File: src/rtl/freq_sys_pkg.sv
// Shared types and constants for the frequency measurement and configuration system.
package freq_sys_pkg;

    typedef enum logic [1:0] {
        IDLE,
        ARM,
        MEAS,
        DONE
    } state_e;

    localparam int DEF_CNT_W       = 16;
    localparam int DEF_OUT_W       = 8;
    localparam int DEF_SYNC_STAGES = 2;

    // All-ones value of a counter of the given width: the timeout limit and the saturation ceiling.
    function automatic int unsigned cnt_limit(input int width);
        return (32'd1 << width) - 32'd1;
    endfunction

endpackage

File: src/rtl/sync_edge.sv
// Multi-stage synchroniser for an asynchronous level input.
// Also produces a one-cycle strobe on the synchronised rising edge.
module sync_edge #(
    parameter int STAGES = 2
) (
    input  logic clk,
    input  logic rst_n,
    input  logic d,
    output logic rise
);

    logic [STAGES-1:0] sync_q;
    logic [STAGES-1:0] sync_d;
    logic              prev_q;
    logic              prev_d;

    always_comb begin
        sync_d = {sync_q[STAGES-2:0], d};
        prev_d = sync_q[STAGES-1];
    end

    always_ff @(posedge clk or negedge rst_n) begin
        if (!rst_n) begin
            sync_q <= '0;
            prev_q <= 1'b0;
        end else begin
            sync_q <= sync_d;
            prev_q <= prev_d;
        end
    end

    assign rise = sync_q[STAGES-1] & ~prev_q;

endmodule

File: src/rtl/freq_adjust_ctrl.sv
// Measures 2^n periods of infreq in clk cycles on an adj request.
// Loads the truncated average period, clipped to OUT_W bits, into period_out.
module freq_adjust_ctrl
    import freq_sys_pkg::*;
#(
    parameter int CNT_W       = DEF_CNT_W,
    parameter int OUT_W       = DEF_OUT_W,
    parameter int SYNC_STAGES = DEF_SYNC_STAGES
) (
    input  logic             clk,
    input  logic             rst,
    input  logic             adj,
    input  logic             infreq,
    input  logic [2:0]       n,
    output logic [OUT_W-1:0] period_out,
    output logic             load,
    output logic             busy,
    output logic             timeout,
    output logic             sat
);

    localparam logic [CNT_W-1:0] CNT_LIMIT = CNT_W'(cnt_limit(CNT_W));
    localparam logic [CNT_W:0]   OUT_MAX   = (CNT_W + 1)'(cnt_limit(OUT_W));

    logic adj_rise;
    logic infreq_rise;

    sync_edge #(.STAGES(SYNC_STAGES)) u_adj_sync (
        .clk   (clk),
        .rst_n (rst),
        .d     (adj),
        .rise  (adj_rise)
    );

    sync_edge #(.STAGES(SYNC_STAGES)) u_infreq_sync (
        .clk   (clk),
        .rst_n (rst),
        .d     (infreq),
        .rise  (infreq_rise)
    );

    state_e           state_q,   state_d;
    logic [2:0]       n_q,       n_d;
    logic [CNT_W-1:0] cnt_q,     cnt_d;
    logic [7:0]       per_cnt_q, per_cnt_d;
    logic [CNT_W:0]   total_q,   total_d;
    logic [OUT_W-1:0] period_q,  period_d;
    logic             load_q,    load_d;
    logic             busy_q,    busy_d;
    logic             timeout_q, timeout_d;
    logic             sat_q,     sat_d;

    logic [8:0]       per_next;
    logic [8:0]       per_target;
    logic             terminal_edge;
    logic             cnt_at_limit;
    logic [CNT_W:0]   result;

    assign per_next      = {1'b0, per_cnt_q} + 9'd1;
    assign per_target    = 9'd1 << n_q;
    assign terminal_edge = infreq_rise && (per_next == per_target);
    assign cnt_at_limit  = (cnt_q == CNT_LIMIT);
    assign result        = total_q >> n_q;

    always_comb begin
        state_d   = state_q;
        n_d       = n_q;
        cnt_d     = cnt_q;
        per_cnt_d = per_cnt_q;
        total_d   = total_q;
        period_d  = period_q;
        load_d    = 1'b0;
        timeout_d = timeout_q;
        sat_d     = sat_q;

        unique case (state_q)
            IDLE: begin
                if (adj_rise) begin
                    n_d       = n;
                    timeout_d = 1'b0;
                    sat_d     = 1'b0;
                    cnt_d     = '0;
                    per_cnt_d = '0;
                    state_d   = ARM;
                end
            end

            ARM: begin
                if (infreq_rise) begin
                    cnt_d     = '0;
                    per_cnt_d = '0;
                    state_d   = MEAS;
                end else if (cnt_at_limit) begin
                    timeout_d = 1'b1;
                    state_d   = IDLE;
                end else begin
                    cnt_d = cnt_q + 1'b1;
                end
            end

            // A terminal edge on the limit cycle still completes: the total is exact.
            MEAS: begin
                if (terminal_edge) begin
                    total_d = {1'b0, cnt_q} + 1'b1;
                    state_d = DONE;
                end else if (cnt_at_limit) begin
                    timeout_d = 1'b1;
                    state_d   = IDLE;
                end else begin
                    cnt_d = cnt_q + 1'b1;
                    if (infreq_rise) begin
                        per_cnt_d = per_next[7:0];
                    end
                end
            end

            DONE: begin
                if (result > OUT_MAX) begin
                    period_d = OUT_MAX[OUT_W-1:0];
                    sat_d    = 1'b1;
                end else begin
                    period_d = result[OUT_W-1:0];
                end
                load_d  = 1'b1;
                state_d = IDLE;
            end

            default: state_d = IDLE;
        endcase

        busy_d = (state_d != IDLE);
    end

    always_ff @(posedge clk or negedge rst) begin
        if (!rst) begin
            state_q   <= IDLE;
            n_q       <= '0;
            cnt_q     <= '0;
            per_cnt_q <= '0;
            total_q   <= '0;
            period_q  <= '0;
            load_q    <= 1'b0;
            busy_q    <= 1'b0;
            timeout_q <= 1'b0;
            sat_q     <= 1'b0;
        end else begin
            state_q   <= state_d;
            n_q       <= n_d;
            cnt_q     <= cnt_d;
            per_cnt_q <= per_cnt_d;
            total_q   <= total_d;
            period_q  <= period_d;
            load_q    <= load_d;
            busy_q    <= busy_d;
            timeout_q <= timeout_d;
            sat_q     <= sat_d;
        end
    end

    assign period_out = period_q;
    assign load       = load_q;
    assign busy       = busy_q;
    assign timeout    = timeout_q;
    assign sat        = sat_q;

endmodule

File: config.mk
export PLATFORM = sky130hd
export DESIGN_NAME = freq_adjust_ctrl
export DESIGN_NICKNAME = d
export VERILOG_FILES = /design/src/rtl/freq_sys_pkg.sv /design/src/rtl/sync_edge.sv /design/src/rtl/freq_adjust_ctrl.sv
export SDC_FILE = /design/constraint.sdc
export NUM_CORES = 1
export LEC_CHECK = 0
export ABC_AREA = 1
export CAP_MARGIN = 10
export CORE_ASPECT_RATIO = 1.25
export CORE_MARGIN = 2
export CORE_UTILIZATION = 65
export CTS_BUF_LIST = sky130_fd_sc_hd__clkbuf_4 sky130_fd_sc_hd__clkbuf_8
export CTS_CLUSTER_SIZE = 20
export DETAILED_ROUTE_END_ITERATION = 12
export GPL_ROUTABILITY_DRIVEN = 0
export PLACE_DENSITY = 0.93
export SYNTH_ARGS = -nofsm -noshare
export SYNTH_HDL_FRONTEND = slang
export SYNTH_SLANG_ARGS = --single-unit
File: constraint.sdc
create_clock -name clk -period 2.95 [get_ports clk]
set_clock_uncertainty 0.1 [all_clocks]
set_input_delay 0.885 -clock clk [delete_from_list [all_inputs] [get_ports clk]]
set_output_delay 0.885 -clock clk [all_outputs]
set_load 0.01 [all_outputs]
==> metrics <==
status=complete, no violations; final wirelength=9.277 mm; peak clock frequency supported by timing=0.3650 GHz; post-synthesis to final-layout area growth=12.51%; number of DRC violations after detailed routing=0; critical path type=flop to flop; post-synthesis cell count=between 500 and 600; number of rows created at floorplan=31; horizontal extent of the die=around 73 um; number of buffers added to fix hold violations after cts=0; global-route wire length before repair=15.75 mm; Clock transition at path regs=0.07 ns; yosys synthesis warning count=0; initial antenna violation count=0; post-CTS resize count=0; final-report setup violation count=0; number of flip-flops and latches in the synthesized netlist=64; maximum root-to-sink buffer count=2; synthesized net count=556; RSZ-0062 raised after global routing=no; worst-margin pin slew=between 0.7 and 0.8 ns; clock root buffer=clkbuf_8; global router's overall resource usage=a little over 30%; Min-Delay Path Class=flop to flop; die extent in y=89.84 um; final-layout worst hold slack=~0.25 ns; number of buffers added on ports=18; worst supply voltage drop on vdd=0.4957 mV; Async S/R FF share, synth=100.0%; setup TNS after final layout=0 ns; sequential fraction of the synthesis area=a little over two fifths; number of global-route vias before repair=3475; Mapped Area=between 3000 and 4000 um2; post-layout util=75.09%; Filler Cell Count=409; worst max-slew margin expressed relative to the limit=roughly 50%; total congestion overflow=0; number of hold violations in the final report=0; count of H-tree levels built during CTS=3; clock sink total=between 60 and 70; Total Die Area=approximately 6500 um2; total power of the final layout=~3500 uW; Clk Latency, worst-skew pair=roughly 0.35 ns; startpoint type of the worst setup path=flop; Critical Path End Type=flop; number of DRC markers in iteration 0=601; Power Dens Cells=811.3 nW/um2; Boundary Pins=19; postcts setup bufs=0; number of synthesized flops with an enable pin=0; number of distinct library cells after synthesis=33; final antenna diode count=0; arrival time reported for the critical path endpoint=slightly below 3 ns; worst slack after detailed placement=slightly below 0.4 ns; core area=5741 um2; most used flip-flop cell after synthesis=dfrtp_1; peak fanout along the critical path=33; share of final-layout standard cells stronger than drive strength 1=around 6.6%; final period demand of the worst path=2.739 ns; Detailed Routing Iterations Pass 1=6; final number of max-transition violations=0; Critical Path RT=3.13 ns; pin count of the biggest net entering global routing=35; share of the cycle needed by the critical path after routing=92.86%; average wire length per cell after detail routing=14.75 um; number of CTS-inserted buffers=9; initial cell density of the core=66.74%; clock tree from TritonCTS=built; cell leakage power=0.002080 uW; Final Net Count=~570; via count=3738; Antenna Nets Post-Route=0; Vias/cell=5.943; Final Worst Setup Slack=0.2105 ns; DP Wirelength=6.238 mm; mean area per synthesized cell=7.056 um2; max cap viols=0
## synthesized netlist by cell type (3+ instances only)
| cell type | number | area share [%] |
|---|---|---|
| nand2_1 | 205 | 20 |
| dfrtp_1 | 64 | 42 |
| inv_1 | 46 | 4.5 |
| nor2_1 | 38 | 3.7 |
| o21ai_1 | 32 | 4.2 |
| nand3_1 | 27 | 3.5 |
| a21oi_1 | 20 | 2.6 |
| o21ai_0 | 20 | 2.6 |
| nand4_1 | 16 | 2.6 |
| buf_2 | 8 | 1.0 |
| xor2_1 | 8 | 1.8 |
| clkbuf_1 | 6 | 0.59 |
| ha_1 | 6 | 2.0 |
| nor3_1 | 6 | 0.78 |
| xnor2_1 | 5 | 1.1 |
| buf_4 | 4 | 0.78 |
| inv_2 | 4 | 0.39 |
| nor2_2 | 3 | 0.49 |
| nor4_1 | 3 | 0.49 |
| o22ai_1 | 3 | 0.49 |
## kinds of logic (layout without fill, tap and decap cells)
family / count (synthesis) / count (layout) / synth area share (%)
AOI/OAI and AO/OA: 79 / 79 / 10.61
xor gates and xnor gates: 13 / 13 / 2.972
adders and majority gates: 6 / 6 / 1.959
buffers and inverters: 71 / 91 / 8.001
DFF: 64 / 64 / 41.80
muxes: 2 / 2 / 0.5226
and+or+nand+nor: 308 / 308 / 34.13
## worst max-delay path: stages, from the launching register on
cell and delay, ns:
dfrtp_1 0.42, inv_1 0.12, ha_1 0.24, clkinv_1 0.27, nor2_1 0.24, nand2_1 0.07
nor3_1 0.19, nand3_1 0.12, nor2_2 0.14, nand3_4 0.19, buf_4 0.29, nand2_1 0.09
nand2_1 0.08, nand3_1 0.10
## state kept, by name (all words and copies together), names as in the netlist
register	cells
total_q	17
cnt_q	16
per_cnt_q	8
period_out	8
n_q	3
state_q	2
u_adj_sync.sync_q	2
u_infreq_sync.sync_q	2
busy	1
load	1
sat	1
timeout	1
u_adj_sync.prev_q	1
u_infreq_sync.prev_q	1
## routing by layer
layer,part of all wire (%),GRT usage [%]
met1,40,40.49
met2,48,46.67
met3,7.8,4.036
met4,3.9,17.28
met5,0,0
## through the flow
stage                     std cells  instance area (um2)
after global routing            629                 4310
after global placement          613                 4019
after floorplan                 543                 3831
after CTS                       629                 4310
final                           629                 4310
after detailed placement        613                 4019
## area by class of cell
class / count / area [um2] / area share, %
clock inverter: 7 / 167.7 / 3.890
inverter: 51 / 191.4 / 4.441
clock buffer: 9 / 123.9 / 2.874
timing repair buffer: 24 / 220.2 / 5.109
multi-input combinational: 408 / 1923 / 44.62
tap: 66 / 82.58 / 1.916
sequential: 64 / 1602 / 37.16
## final timing paths
| check | slack [ns] | start | to | cells past startpoint |
|---|---|---|---|---|
| setup reg to reg | 0.21 | state_q[0] | busy | 13 |
| setup / recovery | 0.21 | state_q[0] | busy | 13 |
| min in group asynchronous | 0.49 | rst | per_cnt_q[2] | 1 |
| max in group asynchronous | 1.55 | rst | cnt_q[0] | 2 |
| hold reg to reg | 0.25 | u_infreq_sync.sync_q[0] | u_infreq_sync.sync_q[1] | 0 |
| hold / removal | 0.25 | u_infreq_sync.sync_q[0] | u_infreq_sync.sync_q[1] | 0 |
## layout by cell type (no fill, tap or decap), drive strengths merged
cell           netlist  final
nand4               16     16
and2                 2      2
mux2i                2      2
bufinv               0      5
o22ai                3      3
buf                 14      7
clkdlybuf4s50        0     17
nand3b               1      1
or2                  2      2
clkinv               1      3
nand2              206    206
o21ai               52     52
nor3                 6      6
xnor2                5      5
inv                 50     50
dfrtp               64     64
nor4                 3      3
o211ai               1      1
a22oi                1      1
xor2                 8      8
nand3               30     30
ha                   6      6
clkbuf               6      9
a31oi                2      2
a21oi               20     20
nor2                42     42
## power by group
part	internal, uW	switching [uW]
clock network	735	364
registers	1000	155
logic	443	798
Power figures use the tool's default switching activity.
